File: src/rtl/dmac_pkg.sv
// Shared definitions for the DMA controller: FSM state encoding, address-mode
// constants and the widths agreed with the slave register block.
package dmac_pkg;

    localparam int DMAC_DATA_WIDTH = 32;
    localparam int DMAC_ADDR_WIDTH = 32;
    localparam int DMAC_SIZE_WIDTH = 32;

    typedef enum logic [2:0] {
        ST_IDLE = 3'd0,
        ST_REQ  = 3'd1,
        ST_RD   = 3'd2,
        ST_RLAT = 3'd3,
        ST_WR   = 3'd4,
        ST_DONE = 3'd5
    } state_t;

    typedef logic [1:0] opmode_t;

    localparam opmode_t OPM_INC_INC = 2'b00;
    localparam opmode_t OPM_INC_FIX = 2'b01;
    localparam opmode_t OPM_FIX_INC = 2'b10;
    localparam opmode_t OPM_FIX_FIX = 2'b11;

    function automatic logic src_fixed(input opmode_t mode);
        return (mode == OPM_FIX_INC) || (mode == OPM_FIX_FIX);
    endfunction

    function automatic logic dst_fixed(input opmode_t mode);
        return (mode == OPM_INC_FIX) || (mode == OPM_FIX_FIX);
    endfunction

endpackage

File: src/rtl/dmac_addr_gen.sv
// Word-address pointer: loads a start address, then optionally steps by one,
// wrapping silently at the top of the address space.
module dmac_addr_gen #(
    parameter int ADDR_WIDTH = 32
) (
    input  logic                  clk,
    input  logic                  reset,
    input  logic                  load,
    input  logic [ADDR_WIDTH-1:0] load_val,
    input  logic                  inc,
    output logic [ADDR_WIDTH-1:0] ptr
);

    // NOTE: sequential state uses non-blocking assignments only, so every
    // register samples pre-edge values regardless of block ordering.
    always_ff @(posedge clk or posedge reset) begin
        if (reset) begin
            ptr <= '0;
        end else if (load) begin
            ptr <= load_val;
        end else if (inc) begin
            ptr <= ptr + ADDR_WIDTH'(1);
        end
    end

endmodule

File: src/rtl/dmac_master.sv
// DMA transfer engine: requests the bus, then copies data_size words one at a
// time (read, read-latency, write) and raises a sticky opdone when finished.
module dmac_master
    import dmac_pkg::*;
#(
    parameter int DATA_WIDTH = DMAC_DATA_WIDTH,
    parameter int ADDR_WIDTH = DMAC_ADDR_WIDTH
) (
    input  logic                       clk,
    input  logic                       reset,
    input  logic                       op_start,
    input  logic                       opdone_clear,
    input  logic [ADDR_WIDTH-1:0]      src_addr,
    input  logic [ADDR_WIDTH-1:0]      dest_addr,
    input  logic [DMAC_SIZE_WIDTH-1:0] data_size,
    input  logic [1:0]                 opmode,
    input  logic                       m_grant,
    input  logic [DATA_WIDTH-1:0]      m_din,
    output logic                       m_req,
    output logic                       m_wr,
    output logic [ADDR_WIDTH-1:0]      m_addr,
    output logic [DATA_WIDTH-1:0]      m_dout,
    output logic                       opdone,
    output logic                       busy
);

    state_t                     state;
    opmode_t                    opmode_q;
    logic [DMAC_SIZE_WIDTH-1:0] count;
    logic [DATA_WIDTH-1:0]      buffer;
    logic [ADDR_WIDTH-1:0]      src_ptr;
    logic [ADDR_WIDTH-1:0]      dst_ptr;
    logic                       start_load;

    // Pointers follow the FSM: loaded on accepted start, stepped on leaving RD/WR.
    assign start_load = (state == ST_IDLE) && op_start;

    dmac_addr_gen #(.ADDR_WIDTH(ADDR_WIDTH)) u_src_gen (
        .clk      (clk),
        .reset    (reset),
        .load     (start_load),
        .load_val (src_addr),
        .inc      ((state == ST_RD) && !src_fixed(opmode_q)),
        .ptr      (src_ptr)
    );

    dmac_addr_gen #(.ADDR_WIDTH(ADDR_WIDTH)) u_dst_gen (
        .clk      (clk),
        .reset    (reset),
        .load     (start_load),
        .load_val (dest_addr),
        .inc      ((state == ST_WR) && !dst_fixed(opmode_q)),
        .ptr      (dst_ptr)
    );

    assign m_dout = buffer;

    always_ff @(posedge clk or posedge reset) begin
        if (reset) begin
            state    <= ST_IDLE;
            opmode_q <= OPM_INC_INC;
            count    <= '0;
            buffer   <= '0;
            m_req    <= 1'b0;
            m_wr     <= 1'b0;
            m_addr   <= '0;
            opdone   <= 1'b0;
            busy     <= 1'b0;
        end else begin
            case (state)
                ST_IDLE: begin
                    if (op_start) begin
                        opmode_q <= opmode;
                        count    <= data_size;
                        if (data_size == '0) begin
                            state  <= ST_DONE;
                            opdone <= 1'b1;
                        end else begin
                            state <= ST_REQ;
                            m_req <= 1'b1;
                            busy  <= 1'b1;
                        end
                    end
                end
                ST_REQ: begin
                    if (m_grant) begin
                        state  <= ST_RD;
                        m_addr <= src_ptr;
                        m_wr   <= 1'b0;
                    end
                end
                ST_RD: begin
                    state  <= ST_RLAT;
                    m_addr <= '0;
                end
                ST_RLAT: begin
                    state  <= ST_WR;
                    buffer <= m_din;
                    m_addr <= dst_ptr;
                    m_wr   <= 1'b1;
                end
                ST_WR: begin
                    count <= count - DMAC_SIZE_WIDTH'(1);
                    m_wr  <= 1'b0;
                    if (count == DMAC_SIZE_WIDTH'(1)) begin
                        state  <= ST_DONE;
                        m_req  <= 1'b0;
                        busy   <= 1'b0;
                        opdone <= 1'b1;
                        m_addr <= '0;
                    end else begin
                        state  <= ST_RD;
                        m_addr <= src_ptr;
                    end
                end
                ST_DONE: begin
                    // Clear wins over a simultaneous op_start, which is dropped.
                    if (opdone_clear) begin
                        state  <= ST_IDLE;
                        opdone <= 1'b0;
                    end
                end
                default: state <= ST_IDLE;
            endcase
        end
    end

endmodule

File: config.mk
export PLATFORM = sky130hd
export DESIGN_NAME = dmac_master
export DESIGN_NICKNAME = d
export VERILOG_FILES = /design/src/rtl/dmac_pkg.sv /design/src/rtl/dmac_addr_gen.sv /design/src/rtl/dmac_master.sv
export SDC_FILE = /design/constraint.sdc
export NUM_CORES = 1
export LEC_CHECK = 0
export ABC_AREA = 1
export BUFFER_PORTS_ARGS = -buffer_cell sky130_fd_sc_hd__buf_2
export CAP_MARGIN = 25
export CORE_MARGIN = 2
export CORE_UTILIZATION = 30
export DETAILED_ROUTE_END_ITERATION = 10
export HOLD_SLACK_MARGIN = 0.02
export PLACE_DENSITY = 0.51
export SETUP_SLACK_MARGIN = 0.02
export SLEW_MARGIN = 30
export SYNTH_ARGS = -nofsm -noshare
export SYNTH_HDL_FRONTEND = slang
export SYNTH_SLANG_ARGS = --single-unit
File: constraint.sdc
create_clock -name clk -period 6.2 [get_ports clk]
set_input_delay 0.31 -clock clk [delete_from_list [all_inputs] [get_ports clk]]
set_output_delay 0.31 -clock clk [all_outputs]
set_load 0.02 [all_outputs]
==> results of run 1 <==
-- stage by stage --
stage	cells	hold WS, ns	power (mW)	worst slack, ns
after floorplan	1592	0.427	4.55	1.34
after global placement	2198	0.453	5.46	3.23
after detailed placement	2198	0.454	5.52	3.16
after CTS	2230	0.0304	6.77	3.17
after global routing	2231	0.0490	7.34	2.91
final	2233	0.00462	6.72	3.18
-- power by group --
group | switching (mW) | internal [mW]
sequential | 0.635 | 1.64
clock | 0.500 | 0.727
combinational | 2.13 | 1.09
total | 3.26 | 3.46
-- how the worst min path moves through the flow --
stage | start | endpoint | cells after the start
final | reset | u_dst_gen.ptr[3] | 2
after global routing | reset | u_dst_gen.ptr[8] | 2
after CTS | reset | u_dst_gen.ptr[6] | 2
after detailed placement | m_dout[14] | m_dout[14] | 2
after global placement | m_dout[15] | m_dout[15] | 2
after floorplan | opmode[1] | opmode_q[1] | 2
-- critical path, cell delays in order, from the launching register on --
cell and delay, ns:
dfrtp_1 0.45, nor2_4 0.19, nand2_4 0.10, nor2_8 0.43
inv_2 0.44, buf_4 0.43, nand2_4 0.32, inv_2 0.23
a21oi_1 0.19, inv_1 0.05
-- layout make-up --
type / count / share of cell area (%)
clock buffers: 17 / 3.37
diodes: 3 / 0.0594
well taps: 461 / 4.56
repair buffers: 207 / 8.32
inverters: 176 / 5.29
multi-input cells: 1186 / 43.3
flip-flops and latches: 168 / 33.3
clock inverters: 15 / 1.88
-- per-layer routing --
metal	wire, um	share of wire [%]
met3	2470	7.0
met4	765	2.2
met2	15600	44
met5	115	0.33
met1	16300	46
-- state kept, by name (all words and copies together), names as in the netlist --
register,count
state,3
m_addr,32
u_src_gen.ptr,32
opdone,1
busy,1
opmode_q,2
count,32
u_dst_gen.ptr,32
m_dout,32
m_wr,1
-- cell families (layout without fill, tap and decap cells) --
family          after synthesis  count (layout)  synth area share, %
simple gates                950             950                 37.2
buf+inv                     238             415                 9.91
compound gates              217             217                 12.0
flops                       168             168                 39.2
xor+xnor                     15              15                 1.22
fa+ha+maj                     4               4                0.467
other cells                   0               3                    0
-- layout by cell type (no fill, tap or decap), drive strengths merged, types with 17 or more instances in the layout --
cell	netlist	layout
a21boi	34	34
a21oi	46	46
buf	54	207
clkbuf	8	17
dfrtp	168	168
inv	175	182
nand2	572	572
nand3	134	134
nor2	193	193
o21ai	89	89
==> impl_results.md, run 1 <==
- Status: complete, no violations
- CTS Sinks: 168
- Num rows: 69
- Worst hold-check path type: in2async
- Worst slew pin tran: 0.765 ns
- DRC: 0
- DRT iter0 DRCs: 742
- Fin util: 35.7%
- CTS buffer count: 17
- Setup violators final: 0
- Post-synth EDFFs: 0
- Clock latency on the worst-skew pair: ~0.44 ns
- Core ar.: 35400 um^2
- Post-route minimum period: 3.02 ns
- VDD IR max: between 200 and 250 uV
- Unique masters post-synth: between 40 and 50
- WP data required: 6.54 ns
- GR Overflow Total: 0
- Multi-input gate area: between 5000 and 6000 um^2
- Final std cell area, no fill: 12600 um^2
- Critical Path End: u_src_gen.ptr[6]
- Worst setup path class: reg2reg
- Drt first pass iters: 6
- Yosys top cell area share: 39.2%
- Mapped Cells: 1592
- Chip width: 193 um
- Routed length per instance: 15.8 um
- LEAKAGE: 6.46 nW
- R2r startpoint: state[1]
- Period utilization: 48.8%
- RSZ-0062 raised after global routing: false
- Grt met1 use: 26.1%
- Area Overhead vs Synth: 17.8%
- Final Max Tran Viols: 0
- Largest net degree at the start of global routing: between 90 and 100
- Port Buffers: 202
- Final Hold Fails: 0
- Post-synthesis sequential area ratio: around 39%
- Critical Path Sink Type: flop
- Placed standard-cell area: 12000 um^2
- Nets: between 1.5k and 2k
- Detailed Place HPWL: 26000 um
- Hold-fix buffers, CTS: 0
- Worst-path clk slew: roughly 0.07 ns
- GRT Util Overall: between 10% and 20%
- Synth top area cells: dfrtp_1 (39%), nand2_1 (20%), nor2_1 (6.4%)
- Power Dens Cells: 531 nW/um^2
- Most used DFF post-synth: dfrtp_1
- Met2 global-route usage: 30.2%
- Post-synthesis cell area: between 10000 and 15000 um^2
- Max cap viols: 0
- CP Launch Type: flop
- Worst path arrival time: 3.36 ns
- Clk_skew: 0.0115 ns
- Die ar.: 37300 um^2
- Async SR Flop Fraction: 100%
- Post-CTS setup buffer count: 0
- Die Y: 193 um
- Initial core utilization: 30.3%
- Most frequent cells after synthesis: nand2_1 (566), nor2_1 (182), inv_1 (169)
- R2r setup slk: 3.18 ns
- FF/Latch Area: 4200 um^2
- Post-Syn Area per Cell: just under 7 um^2
- Most frequent cell after synthesis: nand2_1
- Via Count: 10.8k
- GR peak layer: met2
- Synth Net Count: 1731
- Yosys warns: 0
- Vias in the first global route: 10.2k
- Rel. slew slack: 48.9%
- CTS HTree Levels: 4
- Fmax: 331 MHz
- Met3 usage: under 10%
- CP startpoint: state[1]
- Filler instances: between 3k and 4k
- Largest fanout on the critical path: 51
- Reg-to-reg endpoint: u_src_gen.ptr[6]
- Gpl congestion: 0.884
- Antenna viol nets, final: 0
- CTS tree: done
- # IOs: about 200
- CTS root buf: clkbuf_16
- Cells on worst reg2reg path: 9
- Maximum buffer depth of the clock tree: 2
- Synth Register Bits: 168
- Largest area contributor in the netlist: dfrtp_1
- Fin Setup TNS: 0 ns
- First-pass GRT wire length: between 50000 and 60000 um
- DRT Wirelength: 35300 um
- Initial antenna violation count: 13
- Fraction of layout cells with a size suffix above 1: approximately 16%
- Post-cts sizing count: 0
- Vias per inst: 4.83
Power figures use the tool's default switching activity.
==> inputs of run 2 (changes only) <==
- ABC_AREA: 1 -> 0
- PLACE_DENSITY: 0.51 -> 0.54
- clock period: 6.2 -> 2.5 ns (I/O delays scaled with it)
==> run 2 against run 1 <==
  * Sequential share of layout area rose by 1.6 points
  * Global-route usage fell by 0.73 points
  * Maximum frequency grew 29%
  * Critical path depth decreased by 3
  * Clock skew up 0.0028 ns
  * Synthesized cell count shrank 41%
  * Clock power up 120%
  * Die area is 20% lower
  * Register-to-register slack worse by 3.0 ns
  * Critical endpoint is now u_dst_gen.ptr[28]
  * Via count shrank 24%
  * Worst hold slack gained 0.028 ns
==> impl_results.md, run 2 <==
- Max cap viols: 0 (unchanged)
- Via Count: 8242 (-24%)
- Gpl congestion: 0.878 (-0.66%)
- CP Launch Type: flop
- Worst hold-check path type: in2reg
- First-pass GRT wire length: 44700 um (-19%)
- RSZ-0062 raised after global routing: false
- Num rows: 61 (-12%)
- Synth Register Bits: 168 (unchanged)
- Chip width: 173 um (-11%)
- R2r startpoint: state[1]
- Leading cell type in the layout, fill and taps excluded: buf_2
- Post-Place Setup Slack: 0.200 ns (-2.96 ns)
- Most frequent cells in the layout: buf_2 (202), nand2_1 (199), dfrtp_1 (168)
- Critical Path Sink Type: flop
- CTS root buf: clkbuf_16
- CTS Sinks: 168 (unchanged)
- CTS HTree Levels: 4 (unchanged)
- VDD IR max: 481 uV (+100%)
- LEAKAGE: 5.44 nW (-16%)
- WP buf/inv: 1 (-3)
- Largest fanout on the critical path: 5 (-90%)
- Die Y: 173 um (-11%)
- Die ar.: 29800 um^2 (-20%)
- Port Buffers: 202 (unchanged)
- Synth top area cells: dfrtp_1 (49%), nand2_1 (8.7%), a22o_1 (3.2%)
- Post-CTS setup buffer count: 0 (unchanged)
- Status: complete, no violations
- GR Overflow Total: 0 (unchanged)
- DRC: 0 (unchanged)
- Area Overhead vs Synth: 41.4%
- Largest net degree at the start of global routing: 91 (-7.1%)
- N_diodes: 0 (-3)
- Most numerous cell on the critical path: a211oi_1
- Worst slew pin tran: 0.736 ns (-0.0286 ns)
- Yosys warns: 0 (unchanged)
- Crit. path cell count: 6 (-3)
- CTS buffer count: 17 (unchanged)
- Most used DFF post-synth: dfrtp_1
- Initial core utilization: 30.6% (+0.26 points)
- Power Dens Cells: 1160 nW/um^2 (+120%)
- GRT Util Overall: 18.6% (-0.73 points)
- Worst path arrival time: 2.66 ns (-0.70 ns)
- Max incr delay on CP: 0.62 ns (+0.17 ns)
- Maximum buffer depth of the clock tree: 2 (unchanged)
- WP data required: 2.82 ns (-3.72 ns)
- Final Max Tran Viols: 0 (unchanged)
- Setup violators final: 0 (unchanged)
- Final WS setup: 0.162 ns (-3.01 ns)
- DRT Wirelength: 27800 um (-21%)
- Clock latency on the worst-skew pair: 0.43 ns (about the same)
- Rel. slew slack: 50.8% (+1.9 points)
- Period utilization: 93.5% (+45 points)
- Antenna viol nets, final: 0 (unchanged)
- Fraction of layout cells with a size suffix above 1: 22.9% (+7.2 points)
- Most frequent cells after synthesis: nand2_1 (199), dfrtp_1 (168), nor2_1 (67)
- Post-synthesis sequential area ratio: 49.2% (+10 points)
- Fin util: 43.2% (+7.5 points)
- Post-route minimum period: 2.34 ns (-0.687 ns)
- Detailed Place HPWL: 19500 um (-25%)
- Reg-to-reg endpoint: u_dst_gen.ptr[28]
- Vias per inst: 4.95 (+2.5%)
- Vias in the first global route: 8024 (-22%)
- R2r setup slk: 0.16 ns (-3.01 ns)
- Drt first pass iters: 7 (+1)
- Most frequent cell after synthesis: nand2_1
- Initial antenna violation count: 0 (-13)
- Post-synthesis cell area: 8540 um^2 (-20%)
- Post-synth EDFFs: 0 (unchanged)
- Slowest cell on the critical path: or4b_1
- Yosys top cell area share: 49.2% (+10 points)
- Fin Setup TNS: 0 ns (unchanged)
- Post-Syn Area per Cell: 9.12 um^2 (+35%)
- Core ar.: 27900 um^2 (-21%)
- Worst setup path class: reg2reg
- Clk_skew: 0.0142 ns (+0.00275 ns)
- Final Hold Fails: 0 (unchanged)
- Nets: 1415 (-25%)
- Synth Net Count: 1075 (-38%)
- Async SR Flop Fraction: 100% (unchanged)
- Cells on worst reg2reg path: 6 (-3)
- Worst-path clk slew: 0.06 ns (about the same)
- Unique masters post-synth: 61 (+27%)
- DRT iter0 DRCs: 437 (-41%)
- Critical Path End: u_dst_gen.ptr[28]
- Crit-path cells: or4b_1 -> nor4_2 -> buf_4 -> and2_1 -> a211oi_1 -> a211oi_1
- CTS tree: done
- Mapped Cells: 936 (-41%)
- CP startpoint: state[1]
- Fmax: 428 MHz (+29%)
- Largest area contributor in the netlist: dfrtp_1
- # IOs: 203 (unchanged)
- CP top delay family: simple AND/OR/NAND/NOR gates
- Routed length per instance: 16.7 um (+5.7%)
[run 2: changes by cell type in the layout (fill, tap and decap cells not counted), moves of 31 or more]
cell,change
nand2_1,-366
nor3_1,+32
inv_1,-155
nand3_1,-99
a21o_1,+33
a21boi_1,-32
a22o_1,+31
buf_4,+39
nor2_1,-115
dlygate4sd3_1,+119
[run 2: layer usage]
metal / up-vias / global-route usage [%] / routed length (um)
met5: - / 0 / 0
met4: 0 / 4.52 / 392
met3: 20 / 2.88 / 1260
met2: 233 / 29.2 / 12800
met1: 3960 / 26.8 / 13400
li1: 4029 / - / -
[run 2: report_power, final]
group	internal, mW	switching, mW
registers	4.06	1.34
clock network	1.65	1.10
logic	2.50	3.32
[run 2: worst min path at each step]
stage | slack (ns) | from | depth (start not counted) | end
floorplan | 0.23 | m_din[0] | 2 | m_dout[0]
global placement | 0.29 | reset | 2 | count[30]
detailed placement | 0.29 | reset | 2 | count[29]
CTS | 0.03 | data_size[10] | 3 | count[10]
global route | 0.04 | dest_addr[15] | 3 | u_dst_gen.ptr[15]
finish | 0.03 | data_size[10] | 3 | count[10]
[run 2: logic make-up (layout without fill, tap and decap cells)]
logic type,count (synthesis),in the layout,synth area share [%]
AO/OA/AOI/OAI,194,194,15.7
XOR/XNOR,53,53,5.44
adder cells (fa/ha/maj),4,4,0.586
buffers and inverters,63,415,3.08
flip-flops,168,168,49.2
multiplexers,4,4,0.469
AND/OR/NAND/NOR,450,450,25.5
[run 2: area by class of cell]
class,instances,area (um^2)
repair buffers,370,2650
inverters,14,56.3
clock buffers,25,485
multi-input cells,705,4100
well taps,378,473
clock inverters,6,114
flip-flops and latches,168,4200
fillers,2772,15900
[run 2: per-stage QoR]
| stage | total power [mW] | hold slack, ns | instances | area [um^2] |
|---|---|---|---|---|
| floorplan | 8.95 | 0.230 | 936 | 8540 |
| global placement | 11.0 | 0.292 | 1516 | 10300 |
| detailed placement | 11.1 | 0.289 | 1516 | 10300 |
| CTS | 14.1 | 0.0254 | 1666 | 12100 |
| global route | 15.0 | 0.0409 | 1666 | 12100 |
| finish | 14.0 | 0.0324 | 1666 | 12100 |
[run 2: worst reg2reg max path, cell delays in order, from the launching register on]
cell	delay (ns)
dfrtp_1	0.42
or4b_1	0.62
nor4_2	0.53
buf_4	0.22
and2_1	0.14
a211oi_1	0.07
a211oi_1	0.23
[run 2: repair_timing]
item | 4_1_cts | 5_1_grt
resized for setup | 0 | 1
hold endpoints to repair | 143 | 0
endpoints found under the setup margin | 0 | 1
hold buffers | 119 | 0
==> inputs of run 3 (changes only) <==
- CELL_PAD_IN_SITES_DETAIL_PLACEMENT: default -> 1
- CELL_PAD_IN_SITES_GLOBAL_PLACEMENT: default -> 1
- PLACE_DENSITY: 0.54 -> 0.68
==> run 3 against run 2 <==
  * Maximum frequency is 0.63% lower
  * Critical path depth is 1 lower
  * Sequential cell count stayed put
  * Final cell count stayed put
==> impl_results.md, run 3 (same netlist as run 2, synthesis figures left out) <==
- Largest fanout on the critical path: 6 (+1)
- Post-route minimum period: 2.35 ns (+0.0148 ns)
- RSZ-0062 raised after global routing: false
- Top Metal Used: met4
- Setup violators final: 0 (unchanged)
- Initial core utilization: 30.6% (unchanged)
- CTS HTree Levels: 4 (unchanged)
- VDD IR max: 540 uV (+12%)
- Sequential power share: 38.5% (about the same)
- Multi-input gate area: 4100 um^2 (unchanged)
- Core ar.: 27900 um^2 (unchanged)
- Nets: 1415 (unchanged)
- Via Count: 8433 (+2.3%)
- Period utilization: 94.1% (+0.59 points)
- Chip width: 173 um (unchanged)
- WP data required: 2.86 ns (+0.04 ns)
- Final hold slack: 0.0418 ns (+0.00937 ns)
- Port Buffers: 202 (unchanged)
- Fin Setup TNS: 0 ns (unchanged)
- Die ar.: 29800 um^2 (unchanged)
- Maximum buffer depth of the clock tree: 2 (unchanged)
- Sw Pwr: 5.97 mW (+3.6%)
- # IOs: 203 (unchanged)
- Hold Path Origin: data_size[2]
- DRT Wirelength: 30300 um (+9.1%)
- Fraction of layout cells with a size suffix above 1: 23.0% (+0.078 points)
- Worst-path clk slew: 0.07 ns (about the same)
- Initial antenna violation count: 0 (unchanged)
- CTS root buf: clkbuf_16
- Area Overhead vs Synth: 41.4% (about the same)
- Fin util: 43.2% (about the same)
- CP startpoint: u_src_gen.ptr[3]
- Int Pwr: 8.10 mW (-1.3%)
- Clk_skew: 0.0122 ns (-0.00199 ns)
- GR Overflow Total: 0 (unchanged)
- Worst setup path class: reg2reg
- Post-CTS setup buffer count: 0 (unchanged)
- Detailed Place HPWL: 20600 um (+6.0%)
- Num rows: 61 (unchanged)
- Rel. slew slack: 56.0% (+5.2 points)
- CTS tree: done
- Antenna viol nets, final: 0 (unchanged)
- Status: complete, no violations
- Vias per inst: 5.06 (+2.3%)
- Post-route met1 wirelength: 13900 um (+4.3%)
- Non-filler cells, final: 1666 (unchanged)
- Routed length per instance: 18.2 um (+9.1%)
- LEAKAGE: 5.43 nW (-0.19%)
- Final Max Tran Viols: 0 (unchanged)
- R2r startpoint: u_src_gen.ptr[3]
- CTS Sinks: 168 (unchanged)
- DRC: 0 (unchanged)
- Placed Cells: 1512 (-0.26%)
- Worst path arrival time: 2.72 ns (+0.06 ns)
- Clk pwr share: 19.7% (about the same)
- N_diodes: 0 (unchanged)
- Clock latency on the worst-skew pair: 0.43 ns (about the same)
- Filler instances: 3347 (+21%)
- Fmax: 425 MHz (-0.63%)
- Metal3 WL: 1270 um (+0.71%)
- Die Y: 173 um (unchanged)
- Worst slew pin tran: 0.658 ns (-0.0785 ns)
- Drt first pass iters: 5 (-2)
- Comb pwr share: 41.8% (+0.2 points)
- First-pass GRT wire length: 49100 um (+9.9%)
- Max cap viols: 0 (unchanged)
- Most frequent cells in the layout: buf_2 (202), nand2_1 (199), dfrtp_1 (168)
- CTS buffer count: 17 (unchanged)
- Critical Path Sink Type: flop
- Worst hold-check path type: in2reg
- Largest net degree at the start of global routing: 92 (+1.1%)
- DRT iter0 DRCs: 414 (-5.3%)
- Final Hold Fails: 0 (unchanged)
- Sw Ratio: 42.4% (+1.2 points)
- CP Launch Type: flop
- Met2 routed WL: 14600 um (+14%)
- FF/Latch Area: 4200 um^2 (unchanged)
- Leading cell type in the layout, fill and taps excluded: buf_2
- Power Dens Cells: 1170 nW/um^2 (+0.72%)
- Gpl congestion: 0.863 (-1.7%)
- GRT Util Overall: 20.4% (+1.9 points)
- Vias in the first global route: 8862 (+10%)
run 3: layout make-up:
cell class	instances	area share, %
Sequential cell	168	34.8
Multi-Input combinational cell	705	33.9
Timing Repair Buffer	370	21.9
Tap cell	378	3.92
Clock buffer	17	3.52
Clock inverter	14	1.45
Inverter	14	0.466
run 3: what timing repair did:
action / CTS / global route
gates resized for setup: 0 / 1
endpoints found under the setup margin: 0 / 1
endpoints found under the hold margin: 146 / 0
hold buffers: 123 / 0
run 3: power groups by stage:
stage                     logic (mW)  clock network (mW)  registers [mW]
after detailed placement        5.73                   0            5.42
final                           5.88                2.77            5.42
after global routing            6.55                2.95            5.61
after CTS                       5.91                2.85            5.40
after floorplan                 3.27                   0            5.68
after global placement          5.57                   0            5.40
run 3: worst max-delay path, cell delays in order (launching register included):
cell and delay (ns):
dfrtp_1 0.44, nand4_1 0.19, or4_1 0.61, or4_1 0.58, nor4_1 0.31, a311o_1 0.16
run 3: final timing paths:
check	slack, ns	cells past startpoint	end
setup / recovery	0.15	5	u_src_gen.ptr[31]
hold / removal	0.04	3	count[2]
setup reg to reg	0.15	5	u_src_gen.ptr[31]
hold reg to reg	0.47	2	m_dout[13]
max in group asynchronous	1.32	4	m_dout[21]
min in group asynchronous	0.33	3	count[25]
run 3: metrics by stage:
| step | instance area [um^2] | worst slack (ns) | power (mW) |
|---|---|---|---|
| 5_1_grt | 12100 | 0.0392 | 15.1 |
| 6_report | 12100 | 0.147 | 14.1 |
| 2_1_floorplan | 8540 | 0.180 | 8.95 |
| 3_3_place_gp | 10200 | 0.254 | 11.0 |
| 4_1_cts | 12100 | 0.135 | 14.2 |
| 3_5_place_dp | 10200 | 0.165 | 11.2 |
run 3: metal layers:
layer,track usage (%),up-vias
met3,3.74,32
met4,5.58,0
met2,33.4,194
met5,0,-
li1,-,4025
met1,27.8,4182
